==> src/rtl/p_fxp_seq_acc_pkg.sv <==
`default_nettype none
// ============================================================================
//  Module   : p_fxp_seq_acc_pkg
//  Purpose  : Shared types for the sequential fixed-point accumulator stage:
//             the dconf_t fixed-point format descriptor, the accumulator FSM
//             state type and helpers for the representable range of a format.
//  Revision : 1.0 - initial release
// ============================================================================
package p_fxp_seq_acc_pkg;

  // Fixed-point format descriptor: signedness, fraction bits, total width.
  typedef struct packed {
    logic       sign;
    logic [7:0] frac;
    logic [7:0] prec;
  } dconf_t;

  // Default datapath format: signed Q7.8 in 16 bits.
  localparam dconf_t C_DEF_DCONF_FXP = '{sign: 1'b1, frac: 8'd8, prec: 8'd16};

  // Accumulator FSM: gathering beats, or presenting a finished result.
  typedef enum logic [0:0] {
    ACC = 1'b0,
    OUT = 1'b1
  } p_acc_state_t;

  // Largest value of a format, as a 64-bit pattern (widths up to 63 bits).
  function automatic logic [63:0] f_prec_max(input logic sign, input int prec);
    return sign ? ((64'd1 << (prec - 1)) - 64'd1) : ((64'd1 << prec) - 64'd1);
  endfunction

  // Smallest value of a format, as a 64-bit two's-complement pattern.
  function automatic logic [63:0] f_prec_min(input logic sign, input int prec);
    return sign ? ~((64'd1 << (prec - 1)) - 64'd1) : 64'd0;
  endfunction

endpackage
`default_nettype wire

==> src/rtl/p_fxp_seq_acc_if.sv <==
`default_nettype none
// ============================================================================
//  Module   : p_fxp_seq_acc_if
//  Purpose  : Beat-in / result-out bus of the sequential accumulator. The
//             slave modport is the accumulator side, master the driver side.
//  Revision : 1.0 - initial release
// ============================================================================
interface p_fxp_seq_acc_if #(
  parameter int PREC = 16
) ();

  logic            in_valid;
  logic            in_ready;
  logic [PREC-1:0] in_data;
  logic            in_ovf;
  logic            in_last;
  logic [PREC-1:0] bias;
  logic            out_valid;
  logic            out_ready;
  logic [PREC-1:0] out_data;
  logic            out_ovf;

  modport slave (
    input  in_valid, in_data, in_ovf, in_last, bias, out_ready,
    output in_ready, out_valid, out_data, out_ovf
  );

  modport master (
    output in_valid, in_data, in_ovf, in_last, bias, out_ready,
    input  in_ready, out_valid, out_data, out_ovf
  );

endinterface
`default_nettype wire

==> src/rtl/p_fxp_reduce.sv <==
`default_nettype none
// ============================================================================
//  Module   : p_fxp_reduce
//  Purpose  : Combinational ACC_W -> PREC narrowing with range check. Values
//             outside the PREC format raise o_ovf and are either clamped to
//             the format limits or wrapped to the low PREC bits.
//  Config   : define P_ACC_SAT_EN to clamp; otherwise results wrap.
//  Revision : 1.0 - initial release
// ============================================================================
module p_fxp_reduce
  import p_fxp_seq_acc_pkg::*;
#(
  parameter bit IS_SIGNED = 1'b1,
  parameter int PREC      = 16,
  parameter int ACC_W     = 20
) (
  input  wire logic [ACC_W-1:0] i_acc,
  output      logic [PREC-1:0]  o_data,
  output      logic             o_ovf
);

  logic w_in_range;

  // Signed: all bits from the PREC sign bit upward must agree.
  // Unsigned: every bit above PREC must be zero.
  assign w_in_range = IS_SIGNED ? ((&i_acc[ACC_W-1:PREC-1]) | ~(|i_acc[ACC_W-1:PREC-1]))
                                : ~(|i_acc[ACC_W-1:PREC]);

`ifdef P_ACC_SAT_EN
  localparam logic [PREC-1:0] c_max = PREC'(f_prec_max(IS_SIGNED, PREC));
  localparam logic [PREC-1:0] c_min = PREC'(f_prec_min(IS_SIGNED, PREC));

  // Clamp toward the side the accumulator overshot.
  assign o_data = w_in_range ? i_acc[PREC-1:0]
                : ((IS_SIGNED && i_acc[ACC_W-1]) ? c_min : c_max);
`else
  assign o_data = i_acc[PREC-1:0];
`endif

  assign o_ovf = ~w_in_range;

endmodule
`default_nettype wire

==> src/rtl/p_fxp_seq_acc.sv <==
`default_nettype none
// ============================================================================
//  Module   : p_fxp_seq_acc
//  Purpose  : Accumulates a stream of adder-tree partial sums plus a bias
//             into one pre-activation value and presents it on a
//             valid/ready output, so long dot products can run in chunks.
//  Config   : P_ACC_SAT_EN selects clamping (defined) or wrapping (default)
//             of out-of-range results.
//  Revision : 1.0 - initial release
// ============================================================================
module p_fxp_seq_acc
  import p_fxp_seq_acc_pkg::*;
#(
  parameter dconf_t CONF  = C_DEF_DCONF_FXP,
  parameter int     GUARD = 4,
  parameter int     PREC  = int'(CONF.prec)   // derived, do not override
) (
  input wire logic           clk,
  input wire logic           reset_,
  p_fxp_seq_acc_if.slave     bus
);

  localparam int              ACC_W      = PREC + GUARD;
  localparam logic [GUARD:0]  c_cnt_max  = {1'b1, {GUARD{1'b0}}};
  localparam logic [GUARD:0]  c_cnt_one  = (GUARD + 1)'(1);

  // Widen a PREC-format operand to the accumulator width, same binary point.
  function automatic logic [ACC_W-1:0] f_ext(input logic [PREC-1:0] v);
    return CONF.sign ? {{GUARD{v[PREC-1]}}, v} : {{GUARD{1'b0}}, v};
  endfunction

  p_acc_state_t    r_state;
  logic [ACC_W-1:0] r_acc;
  logic            r_first;
  logic [GUARD:0]  r_beat_cnt;
  logic            r_ovf_acc;
  logic            r_out_valid;
  logic [PREC-1:0] r_out_data;
  logic            r_out_ovf;

  logic            w_in_ready;
  logic            w_fire_in;
  logic            w_fire_out;
  logic [ACC_W-1:0] w_base;
  logic [ACC_W-1:0] w_addend;
  logic [ACC_W:0]  w_sum;
  logic [ACC_W-1:0] w_acc_new;
  logic            w_add_ovf;
  logic [GUARD:0]  w_cnt_base;
  logic            w_cnt_full;
  logic [GUARD:0]  w_cnt_new;
  logic            w_ovf_new;
  logic [PREC-1:0] w_red_data;
  logic            w_red_ovf;

  // While a result is pending, a new beat may only enter in the cycle the
  // result leaves, which gives back-to-back products without a bubble.
  assign w_in_ready = (r_state == ACC) | bus.out_ready;
  assign w_fire_in  = bus.in_valid & w_in_ready;
  assign w_fire_out = r_out_valid & bus.out_ready;

  // First beat of a product restarts from the bias instead of the old sum.
  assign w_base    = r_first ? f_ext(bus.bias) : r_acc;
  assign w_addend  = f_ext(bus.in_data);
  assign w_sum     = {1'b0, w_base} + {1'b0, w_addend};
  assign w_acc_new = w_sum[ACC_W-1:0];
  assign w_add_ovf = CONF.sign ? ((w_base[ACC_W-1] == w_addend[ACC_W-1]) &&
                                  (w_acc_new[ACC_W-1] != w_base[ACC_W-1]))
                               : w_sum[ACC_W];

  // Beat counter saturates at 2**GUARD; a beat arriving once it is full is
  // one more than the guard bits can absorb and is flagged as overflow.
  assign w_cnt_base = r_first ? '0 : r_beat_cnt;
  assign w_cnt_full = (w_cnt_base == c_cnt_max);
  assign w_cnt_new  = w_cnt_full ? w_cnt_base : (w_cnt_base + c_cnt_one);
  assign w_ovf_new  = (r_first ? 1'b0 : r_ovf_acc) | bus.in_ovf | w_add_ovf | w_cnt_full;

  p_fxp_reduce #(
    .IS_SIGNED (CONF.sign),
    .PREC      (PREC),
    .ACC_W     (ACC_W)
  ) u_reduce (
    .i_acc  (w_acc_new),
    .o_data (w_red_data),
    .o_ovf  (w_red_ovf)
  );

  // FSM, accumulator and registered result; an accepted last beat overrides
  // the retirement of the previous result in the same cycle.
  always_ff @(posedge clk or negedge reset_) begin
    if (!reset_) begin
      r_state     <= ACC;
      r_acc       <= '0;
      r_first     <= 1'b1;
      r_beat_cnt  <= '0;
      r_ovf_acc   <= 1'b0;
      r_out_valid <= 1'b0;
      r_out_data  <= '0;
      r_out_ovf   <= 1'b0;
    end else begin
      if (w_fire_out) begin
        r_state     <= ACC;
        r_out_valid <= 1'b0;
        r_acc       <= '0;
        r_beat_cnt  <= '0;
      end
      if (w_fire_in) begin
        r_acc      <= w_acc_new;
        r_beat_cnt <= w_cnt_new;
        r_ovf_acc  <= w_ovf_new;
        r_first    <= bus.in_last;
        if (bus.in_last) begin
          r_state     <= OUT;
          r_out_valid <= 1'b1;
          r_out_data  <= w_red_data;
          r_out_ovf   <= w_ovf_new | w_red_ovf;
        end
      end
    end
  end

  assign bus.in_ready  = w_in_ready;
  assign bus.out_valid = r_out_valid;
  assign bus.out_data  = r_out_data;
  assign bus.out_ovf   = r_out_ovf;

endmodule
`default_nettype wire

==> src/flat_wrapper.sv <==
// flat-port wrapper written by rule: the top's interface ports become plain ports
module p_fxp_seq_acc_flat import p_fxp_seq_acc_pkg::*;
#(
  parameter dconf_t CONF  = C_DEF_DCONF_FXP,
  parameter int     GUARD = 4,
  parameter int     PREC  = int'(CONF.prec)                              
)
  (clk, reset_, bus_in_valid, bus_in_data, bus_in_ovf, bus_in_last, bus_bias, bus_out_ready, bus_in_ready, bus_out_valid, bus_out_data, bus_out_ovf);
  p_fxp_seq_acc_if #(.PREC(PREC)) bus_i ();
  input wire logic clk;
  input wire logic reset_;
  input wire logic [$bits(bus_i.in_valid)-1:0] bus_in_valid;
  input wire logic [$bits(bus_i.in_data)-1:0] bus_in_data;
  input wire logic [$bits(bus_i.in_ovf)-1:0] bus_in_ovf;
  input wire logic [$bits(bus_i.in_last)-1:0] bus_in_last;
  input wire logic [$bits(bus_i.bias)-1:0] bus_bias;
  input wire logic [$bits(bus_i.out_ready)-1:0] bus_out_ready;
  output wire logic [$bits(bus_i.in_ready)-1:0] bus_in_ready;
  output wire logic [$bits(bus_i.out_valid)-1:0] bus_out_valid;
  output wire logic [$bits(bus_i.out_data)-1:0] bus_out_data;
  output wire logic [$bits(bus_i.out_ovf)-1:0] bus_out_ovf;
  assign bus_i.in_valid = bus_in_valid;
  assign bus_i.in_data = bus_in_data;
  assign bus_i.in_ovf = bus_in_ovf;
  assign bus_i.in_last = bus_in_last;
  assign bus_i.bias = bus_bias;
  assign bus_i.out_ready = bus_out_ready;
  assign bus_in_ready = bus_i.in_ready;
  assign bus_out_valid = bus_i.out_valid;
  assign bus_out_data = bus_i.out_data;
  assign bus_out_ovf = bus_i.out_ovf;
  p_fxp_seq_acc #(.CONF(CONF), .GUARD(GUARD), .PREC(PREC)) u_core (.clk(clk), .reset_(reset_), .bus(bus_i));
endmodule
==> config.mk <==
export PLATFORM = sky130hd
export DESIGN_NAME = p_fxp_seq_acc_flat
export DESIGN_NICKNAME = d
export VERILOG_FILES = /design/src/rtl/p_fxp_seq_acc_pkg.sv /design/src/rtl/p_fxp_seq_acc_if.sv /design/src/rtl/p_fxp_reduce.sv /design/src/rtl/p_fxp_seq_acc.sv /design/src/flat_wrapper.sv
export SDC_FILE = /design/constraint.sdc
export NUM_CORES = 1
export LEC_CHECK = 0
export ABC_CLOCK_PERIOD_IN_PS = 7200
export BUFFER_PORTS_ARGS = -buffer_cell sky130_fd_sc_hd__buf_4
export CAP_MARGIN = 20
export CORE_MARGIN = 1
export CORE_UTILIZATION = 61
export CTS_CLUSTER_DIAMETER = 150
export DETAILED_ROUTE_END_ITERATION = 8
export GPL_ROUTABILITY_DRIVEN = 0
export PLACE_DENSITY = 0.86
export SYNTH_ARGS = -nofsm -noshare
export SYNTH_HDL_FRONTEND = slang
export SYNTH_HIERARCHICAL = 1
export SYNTH_SLANG_ARGS = --single-unit
==> constraint.sdc <==
create_clock -name clk -period 7.2 [get_ports clk]
set_clock_uncertainty 0.15 [all_clocks]
set_input_delay 1.44 -clock clk [delete_from_list [all_inputs] [get_ports clk]]
set_output_delay 1.44 -clock clk [all_outputs]
set_load 0.01 [all_outputs]
==> qor.yml, run 1 <==
power_density_nw_per_um2: 394
drtAntennaViolNets: 0
synth-xor-area-share: 0.0495
max_clock_freq_mhz: 247
synth_nets: 378
startpoint_type: "input port"
yosys_warnings: 6
nNetsFinal: 415
yosys.area_share.adder: 0.0888
synth-compound-area-share: 0.208
cp-end-kind: "flop"
drt_pass1_iterations: 4
multiInputGateArea_um2: 1810
post-cts-setup-buffers: 0
drc: 0
stdcell_count: 423
status: "complete, no violations"
setup_viol: 0
syn_avg_cell_area_um2: 10.0
cts_resized: 0
ir_worst_vdd_mv: 0.213
cp_slowest_stage_delay_ns: 0.32
path_cells: "buf_4 -> mux2_2 -> ha_1 -> inv_1 -> fa_1 -> nor2b_4 -> o31a_1 -> o311ai_4 -> nand4_1 -> a21oi_1 -> xnor2_1 -> nor4_2 -> mux2i_1 -> nor2_1 -> a21oi_1"
place.port_buffers: 56
regArea_um2: 1150
avgViaCountPerCell: 6.03
critical-path-top-delay-family: "compound AO/OA/AOI/OAI gates"
slew_headroom: 0.339
synthFlopType: "dfrtp_1"
drt_wl_total_um: 7060
drive_gt1_frac: 0.309
fin_crit_ns: 4.05
period_share: 0.563
vias: 2552
ctsHtreeMaxLevel: 2
grt_max_degree: 47
path_clk_slew_ns: 0.08
die_x_um: 74.3
drv_slew: 0
ys_seq_elements: 46
grt_pass1_wl_um: 11400
clkSinkCount: 46
grt_setup_unrepaired: "no"
ys_seq_area_frac: 0.362
final_cell_mix: "buf_4 (56), dfrtp_1 (45), mux2_2 (30)"
synth_edf_count: 0
cts-root-buf: "clkbuf_8"
fin_setup_tns_ns: 0
diodes: 0
cts_buffer_depth: 2
synthSimpleGateAreaFrac: 0.104
cts_hold_buf: 0
start_util: 0.653
path_class: "input port to flop"
cts_buffers: 5
cp.arrival_ns: 4.09
grt_pass1_vias: 2538
die_h_um: 74.3
path_buf_inv: 2
drtIter0Drc: 154
finalHoldViolCount: 0
grt_overflow_total: 0
dp_cells: 415
max_slew.worst_pin.slew_ns: 0.992
wl_per_cell_um: 16.7
worstHoldPathType: "flop to flop"
synthMuxAreaShare: 0.116
cts_tree: "done"
layout_commonest_cell: "buf_4"
die_area_um2: 5510
cp.required_ns: 7.23
synth_top_family_by_area: "compound AO/OA/AOI/OAI gates"
clock_latency_ns: 0.30
leakagePower_nw: 1.70
synthCells: 318
async_flop_share: 1.00
antenna_found_initial: 0
n_fill_cell: 359
syn_area_um2: 3180
crit_slowest_cell: "o31a_1"
rows: 25
core_area_um2: 4880
syn_to_final_growth_pct: 15.8
grt_util_all_layers: 0.272
worstPathMaxFanout: 4
max_cap_viol_count: 0
dp_hpwl_um: 4820
pin_count: 57
cpMostUsedCell: "a21oi_1"
ys_types: 47
registers in the layout (all words and copies together), names as in the netlist:
register              flops
u_core/bus.out_valid      1
u_core/r_ovf_acc          1
u_core/r_first            1
u_core/bus.out_data      16
u_core/bus.out_ovf        1
u_core/r_acc             20
u_core/r_state            1
u_core/r_beat_cnt         5
layer usage:
metal / share of wire / track usage / routed length, um
met1: 0.43 / 0.325 / 3050
met2: 0.52 / 0.501 / 3680
met3: 0.035 / 0.0474 / 244
met4: 0.012 / 0.0776 / 84
met5: 0 / 0 / 0
tightest hold or removal path, cell delays in order (launching register included):
cell and delay [ns]:
dfrtp_1 0.35, nand2_1 0.05, o21ai_0 0.06
final timing paths:
kind                                             start                                 end  slack (ns)  cells past startpoint
max reg2reg                 u_core/r_first$_DFFE_PN1P_      u_core/bus.out_ovf$_DFFE_PN0P_        3.32                     14
min                        u_core/r_acc[1]$_DFFE_PN0P_         u_core/r_acc[1]$_DFFE_PN0P_        0.34                      2
max in group asynchronous                       reset_  u_core/bus.out_data[2]$_DFFE_PN0P_        5.53                      1
min in group asynchronous                       reset_  u_core/bus.out_data[3]$_DFFE_PN0P_        0.99                      1
max                                        bus_bias[0]      u_core/bus.out_ovf$_DFFE_PN0P_        3.15                     15
min reg2reg                u_core/r_acc[1]$_DFFE_PN0P_         u_core/r_acc[1]$_DFFE_PN0P_        0.34                      2
synth_stat cells (all sizes together), types with 3 or more instances:
cell type	instances	share of area
a21oi	18	0.029
inv	18	0.021
nor2	19	0.022
o21a	6	0.014
a22o	20	0.055
o31a	3	0.0083
clkbuf	10	0.012
nand3	6	0.011
mux2i	3	0.0094
ha	21	0.083
mux2	30	0.11
o21ai	24	0.038
buf	17	0.039
nand2	21	0.025
nor2b	4	0.010
dfrtp	45	0.35
xnor2	11	0.030
nor3	3	0.0063
xor2	7	0.019
o211ai	3	0.0071
a31oi	4	0.0098
through the flow:
step	setup WS, ns	power [mW]	util	instance area, um^2	hold WS (ns)
floorplan	3.18	1.08	-	3180	0.299
global placement	2.98	1.17	0.723	3530	0.311
detailed placement	2.90	1.20	0.726	3540	0.325
CTS	3.17	1.45	0.756	3690	0.343
global route	3.02	1.54	0.756	3690	0.368
finish	3.15	1.45	0.756	3690	0.337
power breakdown:
group	internal, mW	leakage (nW)	switching, mW
Sequential	0.367	0.561	0.0689
Combinational	0.378	1.07	0.401
Clock	0.148	0.0714	0.0887
cells by family after synthesis:
| family | Yosys count |
|---|---|
| AO/OA/AOI/OAI | 88 |
| XOR/XNOR | 18 |
| adder cells (fa/ha/maj) | 22 |
| buffers and inverters | 45 |
| flip-flops | 46 |
| multiplexers | 33 |
| AND/OR/NAND/NOR | 66 |
cell type report:
type | count | area share
multi-input cells | 227 | 0.490
repair buffers | 57 | 0.118
inverters | 18 | 0.0183
clock buffers | 6 | 0.0224
clock inverters | 2 | 0.0163
flip-flops and latches | 46 | 0.313
well taps | 67 | 0.0227
No activity file was read; power rests on OpenSTA's default activity.
==> inputs of run 2 (changes only) <==
--- a/config.mk
+++ b/config.mk
@@ -5,15 +5,15 @@
 export SDC_FILE = /design/constraint.sdc
 export NUM_CORES = 1
 export LEC_CHECK = 0
-export ABC_CLOCK_PERIOD_IN_PS = 7200
+export ABC_CLOCK_PERIOD_IN_PS = 3960
 export BUFFER_PORTS_ARGS = -buffer_cell sky130_fd_sc_hd__buf_4
 export CAP_MARGIN = 20
 export CORE_MARGIN = 1
-export CORE_UTILIZATION = 61
+export CORE_UTILIZATION = 56
 export CTS_CLUSTER_DIAMETER = 150
 export DETAILED_ROUTE_END_ITERATION = 8
 export GPL_ROUTABILITY_DRIVEN = 0
-export PLACE_DENSITY = 0.86
+export PLACE_DENSITY = 0.8
 export SYNTH_ARGS = -nofsm -noshare
 export SYNTH_HDL_FRONTEND = slang
 export SYNTH_HIERARCHICAL = 1
==> constraint.sdc (replaced) <==
create_clock -name clk -period 3.96 [get_ports clk]
set_clock_uncertainty 0.15 [all_clocks]
set_input_delay 0.792 -clock clk [delete_from_list [all_inputs] [get_ports clk]]
set_output_delay 0.792 -clock clk [all_outputs]
set_load 0.01 [all_outputs]
==> run 2 against run 1 <==
Die area rose by 8.7%. Sequential cell count did not move. First-iteration DRC count fell by 25%. Combinational power rose by 81%. Sequential power rose by 80%. Wire length fell by 3.7%. Via count fell by 2.3%. Critical endpoint unchanged. Largest power group unchanged. Highest routed layer unchanged.
==> qor.yml, run 2 (same netlist as run 1, synthesis figures left out) <==
multiInputGateArea_um2: 1810
reg2reg_depth: 14
drt_wl_total_um: 6800
worstPathMaxFanout: 16
path_class: "flop to flop"
grt_max_degree: 47
critPathCapture: "u_core/bus.out_ovf$_DFFE_PN0P_"
cts-root-buf: "clkbuf_8"
stdcell_area_um2: 3690
ir_worst_vdd_mv: 0.378
grt_pass1_vias: 2548
drc: 0
syn_to_final_growth_pct: 15.8
clock_latency_ns: 0.30
drtIter0Drc: 116
cts_resized: 0
path_clk_slew_ns: 0.08
cp.required_ns: 4.00
start_util: 0.578
cts_buffer_depth: 2
post-cts-setup-buffers: 0
place.port_buffers: 56
holdWs_ns: 0.335
layout_commonest_cell: "buf_4"
power_density_nw_per_um2: 691
crit_slowest_cell: "dfstp_2"
die_x_um: 77.4
cp_slowest_stage_delay_ns: 0.78
drv_slew: 0
fin_crit_ns: 3.68
avgViaCountPerCell: 5.76
setup_viol: 0
leakagePower_nw: 1.70
regArea_um2: 1150
final_cell_mix: "buf_4 (62), dfrtp_1 (45), mux2_2 (30)"
cts_tree: "done"
status: "complete, no violations"
nNetsFinal: 420
final_util: 0.670
r2r_setup_slack_ns: 0.28
max_slew.worst_pin.slew_ns: 0.589
path_cells: "mux2_2 -> ha_1 -> inv_1 -> fa_1 -> nor2b_4 -> o31a_1 -> o311ai_4 -> nand4b_1 -> a31oi_1 -> xnor2_1 -> and4_1 -> mux2i_1 -> nor2_1 -> a21oi_1"
cts_hold_buf: 0
cp-end-kind: "flop"
pin_count: 57
ctsHtreeMaxLevel: 2
drt_pass1_iterations: 4
fin_setup_tns_ns: 0
die_h_um: 77.4
grt_overflow_total: 0
max_cap_viol_count: 0
drive_gt1_frac: 0.313
finalHoldViolCount: 0
cts_buffers: 5
grt_pass1_wl_um: 11500
worstHoldPathType: "input port to asynchronous set/reset pin"
r2r_start: "u_core/r_first$_DFFE_PN1P_"
rows: 27
dp_hpwl_um: 4930
largest_register: "u_core/r_acc"
period_share: 0.928
die_area_um2: 5990
core_area_um2: 5510
wl_per_cell_um: 15.7
worstSetupStartpoint: "u_core/r_first$_DFFE_PN1P_"
clkSinkCount: 46
diodes: 0
antenna_found_initial: 0
vias: 2493
largest_register_ffs: 20
max_clock_freq_mhz: 272
cp.arrival_ns: 3.72
grt_util_all_layers: 0.244
r2r_end: "u_core/bus.out_ovf$_DFFE_PN0P_"
drtAntennaViolNets: 0
startpoint_type: "flop"
slew_headroom: 0.608
grt_setup_unrepaired: "no"
n_fill_cell: 458
post_dp_cell_area_um2: 3580
==> run 2: area by class of cell <==
class,instances,share of cell area
Inverter,18,0.0183
Sequential cell,46,0.313
Tap cell,72,0.0244
Multi-Input combinational cell,227,0.490
Timing Repair Buffer,62,0.126
Clock buffer,7,0.0207
Clock inverter,1,0.00814
==> run 2: worst max-delay path, delay by kind of cell, from the launching register on <==
kind                     cells  cell delay, ns
buffers and inverters        1            0.08
multiplexers                 2            0.45
AND/OR/NAND/NOR              4            0.56
XOR/XNOR                     1            0.21
adder cells (fa/ha/maj)      2            0.44
AO/OA/AOI/OAI                4            0.88
flip-flops                   1            0.78
==> run 2: how the worst min path moves through the flow <==
stage / startpoint / to / slack, ns / cells past startpoint
final: reset_ / u_core/bus.out_data[0]$_DFFE_PN0P_ / 0.33 / 1
after global routing: u_core/r_ovf_acc$_DFFE_PN0P_ / u_core/r_ovf_acc$_DFFE_PN0P_ / 0.36 / 2
after CTS: reset_ / u_core/bus.out_data[0]$_DFFE_PN0P_ / 0.35 / 1
after detailed placement: u_core/r_acc[11]$_DFFE_PN0P_ / u_core/r_acc[11]$_DFFE_PN0P_ / 0.33 / 1
after global placement: u_core/r_ovf_acc$_DFFE_PN0P_ / u_core/r_ovf_acc$_DFFE_PN0P_ / 0.32 / 2
after floorplan: u_core/r_acc[1]$_DFFE_PN0P_ / u_core/r_acc[1]$_DFFE_PN0P_ / 0.30 / 2
==> run 2: layer usage <==
metal  part of all wire  track usage  up-vias
met5                  0            0        -
met4              0.021        0.109        0
met3              0.040       0.0459       14
met2               0.49        0.399       67
met1               0.45        0.314     1204
li1                   -            -     1208
==> run 2: where the power goes <==
part	internal (mW)	total, mW	leakage, nW	switching, mW
Sequential	0.668	0.786	0.561	0.118
Combinational	0.693	1.41	1.09	0.722
Clock	0.189	0.347	0.0524	0.158
Total	1.55	2.55	1.70	0.998
==> run 2: metrics by stage <==
step                      power, mW  cells  worst slack, ns
after floorplan                1.97    318            0.218
after global placement         2.15    425            0.399
after detailed placement       2.19    425            0.286
after CTS                      2.56    433            0.291
after global routing           2.74    433           0.0713
final                          2.55    433            0.283
